`src/rtl/ex_mem_stage.sv`:
```
`default_nettype none
// ============================================================================
//  Module   : ex_mem_stage
//  Purpose  : EX/MEM pipeline register of the 16-bit CPU with the WWD output
//             port, stall/flush handling and the HLT drain-then-halt sequence.
//             Optional macro FORWARD_PORT_EN adds the EX->EX bypass outputs.
//  Revision : 1.0  initial release
// ============================================================================
module ex_mem_stage #(
    parameter int WORD_SIZE  = 16,
    parameter int REG_ADDR_W = 2,
    parameter int HALT_DRAIN = 2
) (
    input  logic                  clk,
    input  logic                  reset,
    input  logic                  ex_valid,
    input  logic [WORD_SIZE-1:0]  ex_alu_c,
    input  logic [WORD_SIZE-1:0]  ex_b,
    input  logic [REG_ADDR_W-1:0] ex_dest,
    input  logic                  ex_reg_write,
    input  logic                  ex_mem_read,
    input  logic                  ex_mem_write,
    input  logic                  ex_out_en,
    input  logic [WORD_SIZE-1:0]  ex_out_val,
    input  logic                  ex_is_hlt,
    input  logic                  stall,
    input  logic                  flush,
    output logic                  ex_ready,
    output logic                  mem_valid,
    output logic [WORD_SIZE-1:0]  mem_alu_c,
    output logic [WORD_SIZE-1:0]  mem_wdata,
    output logic [REG_ADDR_W-1:0] mem_dest,
    output logic                  mem_reg_write,
    output logic                  mem_mem_read,
    output logic                  mem_mem_write,
    output logic [WORD_SIZE-1:0]  output_port,
    output logic                  out_strobe,
`ifdef FORWARD_PORT_EN
    output logic                  fwd_valid,
    output logic [REG_ADDR_W-1:0] fwd_dest,
    output logic [WORD_SIZE-1:0]  fwd_data,
`endif
    output logic                  is_halted
);

    localparam logic [1:0] ST_RUN    = 2'd0;
    localparam logic [1:0] ST_DRAIN  = 2'd1;
    localparam logic [1:0] ST_HALTED = 2'd2;
    localparam logic [3:0] c_DRAIN_INIT = 4'(HALT_DRAIN);

    logic [1:0]            state_q, state_d;
    logic [3:0]            cnt_q, cnt_d;
    logic                  valid_q, valid_d;
    logic [WORD_SIZE-1:0]  alu_c_q, alu_c_d;
    logic [WORD_SIZE-1:0]  wdata_q, wdata_d;
    logic [REG_ADDR_W-1:0] dest_q, dest_d;
    logic                  reg_write_q, reg_write_d;
    logic                  mem_read_q, mem_read_d;
    logic                  mem_write_q, mem_write_d;
    logic [WORD_SIZE-1:0]  port_q, port_d;
    logic                  strobe_q, strobe_d;
    logic                  w_cap;

    assign w_cap = ex_valid & ~flush & ~stall & (state_q == ST_RUN);

    always_comb begin
        state_d     = state_q;
        cnt_d       = cnt_q;
        valid_d     = valid_q;
        alu_c_d     = alu_c_q;
        wdata_d     = wdata_q;
        dest_d      = dest_q;
        reg_write_d = reg_write_q;
        mem_read_d  = mem_read_q;
        mem_write_d = mem_write_q;
        port_d      = port_q;
        strobe_d    = 1'b0;

        // A stalled cycle freezes everything except the strobe, which is a pulse.
        if (!stall) begin
            valid_d     = 1'b0;
            alu_c_d     = '0;
            wdata_d     = '0;
            dest_d      = '0;
            reg_write_d = 1'b0;
            mem_read_d  = 1'b0;
            mem_write_d = 1'b0;
            case (state_q)
                ST_RUN: begin
                    if (w_cap) begin
                        if (ex_is_hlt) begin
                            state_d = ST_DRAIN;
                            cnt_d   = c_DRAIN_INIT;
                        end else begin
                            valid_d     = 1'b1;
                            alu_c_d     = ex_alu_c;
                            wdata_d     = ex_b;
                            dest_d      = ex_dest;
                            reg_write_d = ex_reg_write;
                            mem_read_d  = ex_mem_read;
                            mem_write_d = ex_mem_write;
                            if (ex_out_en) begin
                                port_d   = ex_out_val;
                                strobe_d = 1'b1;
                            end
                        end
                    end
                end
                ST_DRAIN: begin
                    if (cnt_q == 4'd1) begin
                        state_d = ST_HALTED;
                        cnt_d   = 4'd0;
                    end else begin
                        cnt_d = cnt_q - 4'd1;
                    end
                end
                default: ;
            endcase
        end
    end

    always_ff @(posedge clk) begin
        if (reset) begin
            state_q     <= ST_RUN;
            cnt_q       <= 4'd0;
            valid_q     <= 1'b0;
            alu_c_q     <= '0;
            wdata_q     <= '0;
            dest_q      <= '0;
            reg_write_q <= 1'b0;
            mem_read_q  <= 1'b0;
            mem_write_q <= 1'b0;
            port_q      <= '0;
            strobe_q    <= 1'b0;
        end else begin
            state_q     <= state_d;
            cnt_q       <= cnt_d;
            valid_q     <= valid_d;
            alu_c_q     <= alu_c_d;
            wdata_q     <= wdata_d;
            dest_q      <= dest_d;
            reg_write_q <= reg_write_d;
            mem_read_q  <= mem_read_d;
            mem_write_q <= mem_write_d;
            port_q      <= port_d;
            strobe_q    <= strobe_d;
        end
    end

    assign ex_ready      = ~stall & (state_q == ST_RUN);
    assign mem_valid     = valid_q;
    assign mem_alu_c     = alu_c_q;
    assign mem_wdata     = wdata_q;
    assign mem_dest      = dest_q;
    assign mem_reg_write = reg_write_q & valid_q;
    assign mem_mem_read  = mem_read_q & valid_q;
    assign mem_mem_write = mem_write_q & valid_q;
    assign output_port   = port_q;
    assign out_strobe    = strobe_q;
    assign is_halted     = (state_q == ST_HALTED);

`ifdef FORWARD_PORT_EN
    assign fwd_valid = valid_q & reg_write_q & ~mem_read_q;
    assign fwd_dest  = dest_q;
    assign fwd_data  = alu_c_q;
`endif

endmodule
`default_nettype wire

```
`config.mk`:
```
export PLATFORM = sky130hd
export DESIGN_NAME = ex_mem_stage
export DESIGN_NICKNAME = d
export VERILOG_FILES = /design/src/rtl/ex_mem_stage.sv
export SDC_FILE = /design/constraint.sdc
export NUM_CORES = 1
export LEC_CHECK = 0
export BUFFER_PORTS_ARGS = -buffer_cell sky130_fd_sc_hd__buf_2
export CORE_ASPECT_RATIO = 1.5
export CORE_UTILIZATION = 45
export DETAILED_ROUTE_END_ITERATION = 16
export PLACE_DENSITY = 0.78
export RECOVER_POWER = 25
export SKIP_CTS_REPAIR_TIMING = 1
export SLEW_MARGIN = 10
export SYNTH_ARGS = -nofsm -noshare
export SYNTH_HDL_FRONTEND = slang
export SYNTH_SLANG_ARGS = --single-unit
```
`constraint.sdc`:
```
create_clock -name clk -period 4.1 [get_ports clk]
set_input_delay 0.82 -clock clk [delete_from_list [all_inputs] [get_ports clk]]
set_output_delay 0.82 -clock clk [all_outputs]
set_load 0.05 [all_outputs]
```
==> metrics.txt, run 1 <==
status finished, final reports clean; min Tclk post-route 2.67 ns; CTS tree done; die height 92.5 um; period utilization 65.0%; Post-Syn Area 0.00246 mm2; Initial Util 47.2%; P_int 0.900 mW; Syn-to-layout area delta 29.1%; vias per inst 5.30; RSZ-0062 raised after global routing no; IO Port Bufs 116; Setup Skew 0.0114 ns; transition time at the pin with the least slew margin 0.816 ns; Critical Path RT 3.28 ns; max-slew violation count 0; Seq/Total Area, Yosys 49.7%; Worst EP arrival 1.85 ns; register share of total power 50.4%; Yosys Warn Count 0; io pins 117; critical path capture point type output port; placed wire-length estimate 3810 um; Rel. slew slack 45.6%; Net Sw Frac 25.5%; H-tree level count 3; ratio of cells with drive above 1 in the final layout 29.9%; PwrDens 381 mW/mm2; CP peak stage delay 0.62 ns; Worst Hold Class reg2reg; GRT overflow 0; diodes inserted 0; Cell variety after synth 34; cts bufs inserted 9; commonest non-fill, non-tap cells in the layout buf_2, dfxtp_1, nor2_1, a32oi_1, nand2b_1; WS Path Type in2out; initial antenna violation count 0; final hold violations 0; WL final 5660 um; critical path, cell by cell buf_2, nor3_1, buf_2; via count 2272; core box area 0.00520 mm2; clock-pin slew on the worst setup and hold paths 0.06 ns; Clock Tree Root clkbuf_8; Leakage 1.32 nW; drt wl/cell 13.2 um; GRT Util Overall 20.4%; Die ar. 0.00577 mm2; routability cong. 0.834; # DRC 0; vias in the first global route 2153; die width 62.3 um; Synth Area per Inst 9.87 um2; Final Setup Violations 0; Num Clock Sinks 61; syn_nets 311; Place WS 1.43 ns; Post-synth top flop dfxtp_1; final instance area 0.00317 mm2; row count 32; final hold slack 0.468 ns; NumNets Final 418; drt initial violations 90; Synth Register Bits 61; fill count 475; crit start category input pin; TNS Setup 0 ns; commonest non-fill, non-tap cell in the layout buf_2; CP max stage cell buf_2; first-pass GRT wire length 9280 um; clock buffer depth 2; Post-synth EDFFs 0; Top cell by count, worst path buf_2; Post-DP Area 0.00303 mm2; Gate power share 10.5%; max-cap check violation count 0; Max rail drop VDD 220 uV; DRT Pass-1 Iters 4; P_sw 0.308 mW; remaining antenna violation count after routing 0; final worst slack 1.43 ns; Clock power frac 39.1%; Async S/R FF share, synth 0%; Syn Inst Count 249; Max Freq 375 MHz; crit-path max FO 44; largest net degree at the start of global routing 46; total power 1.21 mW; clk_lat worst skew 0.33 ns
[critical path: cells and delay by family]
family	cells	cell delay (ns)
AND/OR/NAND/NOR	1	0.14
buffers and inverters	2	0.87
[cell type report]
cell class              count  area, um2  area share, %
flip-flops and latches     61       1220           38.5
multi-input cells         159       1090           34.4
repair buffers            120        576           18.1
clock buffers              13        159           5.01
well taps                  68       85.1           2.68
clock inverters             3       20.0          0.631
inverters                   5       18.8          0.592
[power by group through the flow]
stage               Clock [mW]  Sequential (mW)  Combinational [mW]
floorplan                    0            0.645              0.0597
global placement             0            0.621               0.126
detailed placement           0            0.622               0.128
CTS                      0.487            0.608               0.128
global route             0.514            0.610               0.137
finish                   0.472            0.608               0.126
[kinds of logic after synthesis]
kind of cell               after synthesis  synth area share [%]
buffers and inverters                   29                  5.96
adders and majority gates                2                  1.02
AOI/OAI and AO/OA                       49                  16.6
muxes                                   16                  6.52
DFF                                     61                  49.7
and+or+nand+nor                         92                  20.2
[final timing paths]
check / startpoint / to / slack (ns) / depth (start not counted)
min: output_port[4]$_SDFFE_PP0P_ / output_port[4]$_SDFFE_PP0P_ / 0.47 / 2
max: stall / ex_ready / 1.43 / 3
min reg2reg: output_port[4]$_SDFFE_PP0P_ / output_port[4]$_SDFFE_PP0P_ / 0.47 / 2
max reg2reg: state_q[1]$_SDFFE_PP0P_ / output_port[15]$_SDFFE_PP0P_ / 2.67 / 4
[metrics by stage]
stage	utilization, %	std cells
finish	60.9	429
global placement	58.2	413
CTS	61.6	429
floorplan	-	249
global route	60.9	429
detailed placement	58.2	413
[registers in the layout, summed over array words and instances (netlist names)]
signal,cells
mem_alu_c,16
mem_wdata,16
mem_read_q,1
mem_dest,2
cnt_q,4
mem_write_q,1
out_strobe,1
state_q,2
output_port,16
mem_valid,1
reg_write_q,1
[synth_stat cells, types with 3 or more instances]
cell	instances	area, um2
clkbuf_1	14	52.6
and2_1	3	18.8
nor3b_1	3	22.5
nand4_1	3	18.8
nand2b_1	32	200
a32oi_1	37	324
dfxtp_1	61	1220
buf_2	6	30.0
mux2i_1	16	160
inv_1	5	18.8
nor2_1	42	158
[metal layers]
layer | vias to the layer above | part of all wire (%) | track usage [%]
met3 | 8 | 7.9 | 6.40
met5 | - | 0 | 0
met4 | 0 | 1.9 | 13.2
met1 | 1056 | 42 | 22.1
li1 | 1107 | - | -
met2 | 101 | 48 | 34.1
No activity file was read; power rests on OpenSTA's default activity.
==> run 2, diff against run 1 <==
--- a/config.mk
+++ b/config.mk
@@ -5,11 +5,12 @@
 export SDC_FILE = /design/constraint.sdc
 export NUM_CORES = 1
 export LEC_CHECK = 0
+export ABC_AREA = 1
 export BUFFER_PORTS_ARGS = -buffer_cell sky130_fd_sc_hd__buf_2
 export CORE_ASPECT_RATIO = 1.5
-export CORE_UTILIZATION = 45
+export CORE_UTILIZATION = 41
 export DETAILED_ROUTE_END_ITERATION = 16
-export PLACE_DENSITY = 0.78
+export PLACE_DENSITY = 0.75
 export RECOVER_POWER = 25
 export SKIP_CTS_REPAIR_TIMING = 1
 export SLEW_MARGIN = 10
==> constraint.sdc (replaced) <==
create_clock -name clk -period 2.3 [get_ports clk]
set_input_delay 0.46 -clock clk [delete_from_list [all_inputs] [get_ports clk]]
set_output_delay 0.46 -clock clk [all_outputs]
set_load 0.05 [all_outputs]
==> run 2 against run 1 <==
  * Critical path depth decreased by 1
  * Power increased by 87%
  * Combinational power increased by 87%
  * Largest cell class unchanged
  * Largest power group unchanged
  * Highest routed layer unchanged
==> metrics.txt, run 2 <==
ratio of cells with drive above 1 in the final layout 30.1% (+0.19 points); Final Setup Violations 0 (unchanged); vias in the first global route 2033 (-5.6%); clock-pin slew on the worst setup and hold paths 0.07 ns (about the same); via count 2391 (+5.2%); Synth top area share 50.0% (+0.28 points); Critical Path RT 1.84 ns (-1.44 ns); multi-input logic area 0.00101 mm2 (-7.3%); Reg2Reg Setup Slack 0.69 ns (-1.98 ns); Synth Register Bits 61 (unchanged); crit-path max FO 7 (-84%); RSZ-0062 raised after global routing no; placed wire-length estimate 3770 um (-1.0%); crit start category register; Cell variety after synth 18 (-47%); max-cap check violation count 0 (unchanged); max-slew violation count 0 (unchanged); period utilization 70.5%; Rel. slew slack 56.1% (+11 points); Post-synth top flop dfxtp_1; routability cong. 0.758 (-9.1%); Seq/Total Area, Yosys 50.0% (+0.28 points); WL final 5410 um (-4.3%); FF-to-FF path depth 7 (+3); TNS Setup 0 ns (unchanged); syn_nets 399 (+28%); final hold violations 0 (unchanged); Setup Skew 0.00646 ns (-0.00490 ns); Post-Syn Area 0.00244 mm2 (-0.56%); Leakage 1.52 nW (+16%); H-tree level count 3 (unchanged); DRT Pass-1 Iters 4 (unchanged); initial antenna violation count 0 (unchanged); Max rail drop VDD 366 uV (+66%); Worst EP arrival 1.16 ns (-0.69 ns); CP endpoint ex_ready; RR Startpoint state_q[0]$_SDFFE_PP0P_; Die ar. 0.00628 mm2 (+8.9%); Area contributors post-synth dfxtp_1, nand2_1, nor2_1; die width 65.0 um (+4.3%); drt initial violations 115 (+28%); critical path capture point type output port; count leader, synth nand2_1; synth cell count leaders nand2_1, dfxtp_1, nor2_1; PwrDens 701 mW/mm2 (+84%); clock buffer depth 2 (unchanged); hold-critical path depth 3 (+1); Syn-to-layout area delta 31.8%; CTS tree done; min Tclk post-route 1.62 ns; Critical path origin state_q[0]$_SDFFE_PP0P_; Yosys Warn Count 0 (unchanged); die height 96.6 um (+4.4%); clk_lat worst skew 0.33 ns (about the same); WS Path Type reg2out; core box area 0.00579 mm2 (+11%); Worst Hold Class in2reg; Async S/R FF share, synth 0% (unchanged); GRT Util Overall 17.7% (-2.7 points); status finished, final reports clean; Clock Tree Root clkbuf_8; storage element area 0.00122 mm2 (unchanged); NumNets Final 512 (+22%); Syn Inst Count 337 (+35%); Post-synth EDFFs 0 (unchanged); diodes inserted 0 (unchanged); largest area contributor in the netlist dfxtp_1; transition time at the pin with the least slew margin 0.658 ns (-0.158 ns); cts bufs inserted 9 (unchanged); vias per inst 4.54 (-14%); remaining antenna violation count after routing 0 (unchanged); row count 34 (+6.3%); # DRC 0 (unchanged); Initial Util 42.2% (-5.0 points); drt wl/cell 10.3 um (-22%); fill count 593 (+25%); GRT overflow 0 (unchanged); io pins 117 (unchanged); Num Clock Sinks 61 (unchanged); reg-to-reg endpoint output_port[0]$_SDFFE_PP0P_; IO Port Bufs 116 (unchanged); commonest non-fill, non-tap cells in the layout nand2_1, buf_2, dfxtp_1, nor2_1, a21oi_1; first-pass GRT wire length 8470 um (-8.8%); largest net degree at the start of global routing 41 (-11%); Max Freq 617 MHz; Synth Area per Inst 7.25 um2 (-27%); final hold slack 0.367 ns (-0.101 ns); commonest non-fill, non-tap cell in the layout nand2_1
==> run 2: cell types whose count changed after synthesis, sizes merged, moves of 6 or more <==
cell	before	now
nand3	0	7
a21oi	2	41
clkbuf	14	8
mux2i	16	0
a32oi	37	0
nand2b	32	0
nor2	42	48
inv	5	30
nand2	0	126
==> run 2: worst min path at each step <==
| stage | from | end | slack (ns) |
|---|---|---|---|
| finish | ex_b[1] | mem_wdata[1]$_SDFFE_PP0N_ | 0.37 |
| global route | ex_b[1] | mem_wdata[1]$_SDFFE_PP0N_ | 0.36 |
| CTS | ex_b[1] | mem_wdata[1]$_SDFFE_PP0N_ | 0.35 |
| detailed placement | mem_alu_c[14]$_SDFFE_PP0N_ | mem_alu_c[14]$_SDFFE_PP0N_ | 0.45 |
| global placement | mem_alu_c[7]$_SDFFE_PP0N_ | mem_alu_c[7]$_SDFFE_PP0N_ | 0.44 |
| floorplan | mem_read_q$_SDFFE_PP0N_ | mem_read_q$_SDFFE_PP0N_ | 0.46 |
==> run 2: cell families after synthesis <==
| kind of cell | count (synthesis) | share of synthesized area (%) |
|---|---|---|
| adders and majority gates | 2 | 1.02 |
| AOI/OAI and AO/OA | 42 | 10.2 |
| and+or+nand+nor | 184 | 30.1 |
| buffers and inverters | 48 | 8.70 |
| DFF | 61 | 50.0 |
==> run 2: layer usage <==
metal / track usage [%] / routed length (um) / vias to the layer above / share of wire [%]
met3: 5.28 / 341 / 11 / 6.3
met1: 20.1 / 2390 / 1048 / 44
met2: 29.8 / 2570 / 81 / 48
met5: 0 / 0 / - / 0
met4: 9.06 / 106 / 0 / 2.0
li1: - / - / 1251 / -
==> run 2: power breakdown <==
group | internal (mW) | switching (mW) | leakage (nW)
Combinational | 0.0789 | 0.156 | 0.936
Clock | 0.525 | 0.410 | 0.0943
Sequential | 1.08 | 0.0125 | 0.493
==> run 2: through the flow <==
step | area, um2 | std cells | utilization, % | worst slack (ns) | power, mW
after floorplan | 2440 | 337 | - | 0.0873 | 1.27
after global placement | 3050 | 511 | 52.7 | 0.586 | 1.35
after detailed placement | 3050 | 511 | 52.7 | 0.525 | 1.35
after CTS | 3250 | 527 | 56.2 | 0.644 | 2.29
after global routing | 3220 | 527 | 55.7 | 0.505 | 2.36
final | 3220 | 527 | 55.7 | 0.679 | 2.26
==> run 2: area by class of cell <==
class                      instances  share of cell area [%]
clock buffer                      10                    4.27
sequential                        61                    37.9
clock inverter                     6                    1.94
inverter                          30                    3.50
multi-input combinational        228                    31.4
timing repair buffer             120                    18.2
tap                               72                    2.80
==> run 2: worst max-delay path: stages, from the launching register on <==
cell     delay (ns)
dfxtp_1        0.37
nor3_1         0.18
buf_2          0.29
==> run 3, diff against run 2 <==
--- a/config.mk
+++ b/config.mk
@@ -5,12 +5,12 @@
 export SDC_FILE = /design/constraint.sdc
 export NUM_CORES = 1
 export LEC_CHECK = 0
-export ABC_AREA = 1
+export ABC_AREA = 0
 export BUFFER_PORTS_ARGS = -buffer_cell sky130_fd_sc_hd__buf_2
 export CORE_ASPECT_RATIO = 1.5
-export CORE_UTILIZATION = 41
+export CORE_UTILIZATION = 45
 export DETAILED_ROUTE_END_ITERATION = 16
-export PLACE_DENSITY = 0.75
+export PLACE_DENSITY = 0.78
 export RECOVER_POWER = 25
 export SKIP_CTS_REPAIR_TIMING = 1
 export SLEW_MARGIN = 10
==> constraint.sdc (replaced) <==
create_clock -name clk -period 1.6 [get_ports clk]
set_input_delay 0.32 -clock clk [delete_from_list [all_inputs] [get_ports clk]]
set_output_delay 0.32 -clock clk [all_outputs]
set_load 0.05 [all_outputs]
==> run 3 against run 2 <==
  * Global-route usage up 3.1 points
  * Setup slack worse by 0.59 ns
  * Register-to-register slack worse by 0.44 ns
  * Critical path depth up 1
  * Sequential share of layout area down 1.1 points
  * Die area down 8.2%
  * Sequential power up 43%
  * Via count down 4.7%
  * Hold slack worse by 0.12 ns
  * Clock-buffer cell count up 1
  * Critical endpoint is now is_halted
  * Largest cell class unchanged
  * Highest routed layer unchanged
==> metrics.txt, run 3 (synthesis gave the netlist of run 1 again) <==
Max Freq 660 MHz; initial antenna violation count 0 (unchanged); commonest non-fill, non-tap cell in the layout buf_2; critical path capture point type output port; Rel. slew slack 59.6% (+3.5 points); die width 62.3 um (-4.2%); Initial Util 47.2% (+5.0 points); Critical Path RT 1.28 ns (-0.56 ns); die height 92.5 um (-4.2%); largest net degree at the start of global routing 45 (+9.8%); core box area 0.00520 mm2 (-10%); commonest non-fill, non-tap cells in the layout buf_2, dfxtp_1, nor2_1, a32oi_1, nand2b_1; Syn-to-layout area delta 34.9%; first-pass GRT wire length 9450 um (+12%); Worst Hold Class in2reg; clk_lat worst skew 0.33 ns (about the same); Leakage 1.40 nW (-8.2%); transition time at the pin with the least slew margin 0.609 ns (-0.0489 ns); WS Path Type reg2out; GRT Util Overall 20.8% (+3.1 points); GRT overflow 0 (unchanged); PwrDens 1080 mW/mm2 (+54%); cts bufs inserted 9 (unchanged); diodes inserted 0 (unchanged); period utilization 94.7%; crit start category register; Top cell by count, worst path buf_4; storage element area 0.00122 mm2 (unchanged); ratio of cells with drive above 1 in the final layout 32.2% (+2.1 points); Clock Tree Root clkbuf_8; row count 32 (-5.9%); H-tree level count 3 (unchanged); Die ar. 0.00577 mm2 (-8.2%); clock buffer depth 2 (unchanged); Place WS 0.111 ns (-0.414 ns); CTS tree done; # DRC 0 (unchanged); Num Clock Sinks 61 (unchanged); vias per inst 5.25 (+16%); IO Port Bufs 116 (unchanged); vias in the first global route 2133 (+4.9%); WL final 5730 um (+6.0%); placed wire-length estimate 3890 um (+3.1%); fill count 461 (-22%); Worst EP arrival 1.20 ns (+0.04 ns); max-cap check violation count 0 (unchanged); io pins 117 (unchanged); remaining antenna violation count after routing 0 (unchanged); status finished, final reports clean; DRT Pass-1 Iters 5 (+1); via count 2279 (-4.7%); min Tclk post-route 1.52 ns; RSZ-0062 raised after global routing no; CP peak stage delay 0.37 ns (about the same); CP max stage cell dfxtp_1; Setup Skew 0.00557 ns (-0.000884 ns); Final Setup Violations 0 (unchanged); Max rail drop VDD 714 uV (+95%); critical path, cell by cell buf_4, nor2b_1, buf_4; final worst slack 0.0843 ns (-0.594 ns); TNS Setup 0 ns (unchanged); routability cong. 0.741 (-2.2%); multi-input logic area 0.00110 mm2 (+9.0%); clock-pin slew on the worst setup and hold paths 0.07 ns (about the same); drt wl/cell 13.2 um (+29%); drt initial violations 81 (-30%); crit-path max FO 5 (-2); max-slew violation count 0 (unchanged); final hold violations 0 (unchanged); NumNets Final 424 (-17%)
-- run 3: changes by cell type in the layout (fill, tap and decap cells not counted), moves of 16 or more --
| cell | change |
|---|---|
| inv_1 | -25 |
| a32oi_1 | +37 |
| nand2_1 | -116 |
| nand2b_1 | +32 |
| a21oi_1 | -29 |
| mux2i_1 | +16 |
-- run 3: final timing paths --
path	startpoint	to	slack [ns]	cells past startpoint
worst max-delay path	state_q[1]$_SDFFE_PP0P_	is_halted	0.08	3
worst min-delay path	ex_alu_c[0]	mem_alu_c[0]$_SDFFE_PP0N_	0.24	3
worst max register to register	state_q[1]$_SDFFE_PP0P_	out_strobe$_SDFF_PP0_	0.25	4
worst min register to register	output_port[9]$_SDFFE_PP0P_	output_port[9]$_SDFFE_PP0P_	0.47	2
-- run 3: where the power goes --
part           internal [mW]  total [mW]  switching [mW]
Sequential              1.54        1.56          0.0167
Clock                   1.11        1.68           0.566
Combinational          0.129       0.336           0.208
Total                   2.78        3.57           0.791
-- run 3: final cells by class --
cell class / instances / share of cell area (%)
sequential: 61 / 36.8
clock buffer: 11 / 4.57
inverter: 5 / 0.566
multi-input combinational: 159 / 33.3
timing repair buffer: 126 / 19.3
clock inverter: 4 / 2.87
tap: 68 / 2.57
-- run 3: through the flow --
stage | power [mW] | std cells | hold slack, ns | utilization, % | instance area, um2
6_report | 3.57 | 434 | 0.243 | 63.7 | 3320
2_1_floorplan | 1.81 | 249 | 0.442 | - | 2470
3_3_place_gp | 1.92 | 419 | 0.453 | 59.5 | 3100
3_5_place_dp | 1.93 | 419 | 0.460 | 59.5 | 3100
4_1_cts | 3.61 | 434 | 0.225 | 64.2 | 3340
5_1_grt | 3.70 | 434 | 0.234 | 63.7 | 3320
-- run 3: worst max-delay path: cells and delay by family, from the launching register on --
kind	cells	cell delay (ns)
buffers and inverters	2	0.37
flip-flops	1	0.37
AND/OR/NAND/NOR	1	0.13
-- run 3: layer usage --
layer | GRT usage (%) | part of all wire [%] | vias up
met2 | 34.3 | 47 | 104
met1 | 24.3 | 45 | 1049
li1 | - | - | 1122
met3 | 6.77 | 8.0 | 4
met5 | 0 | 0 | -
met4 | 9.30 | 0.70 | 0
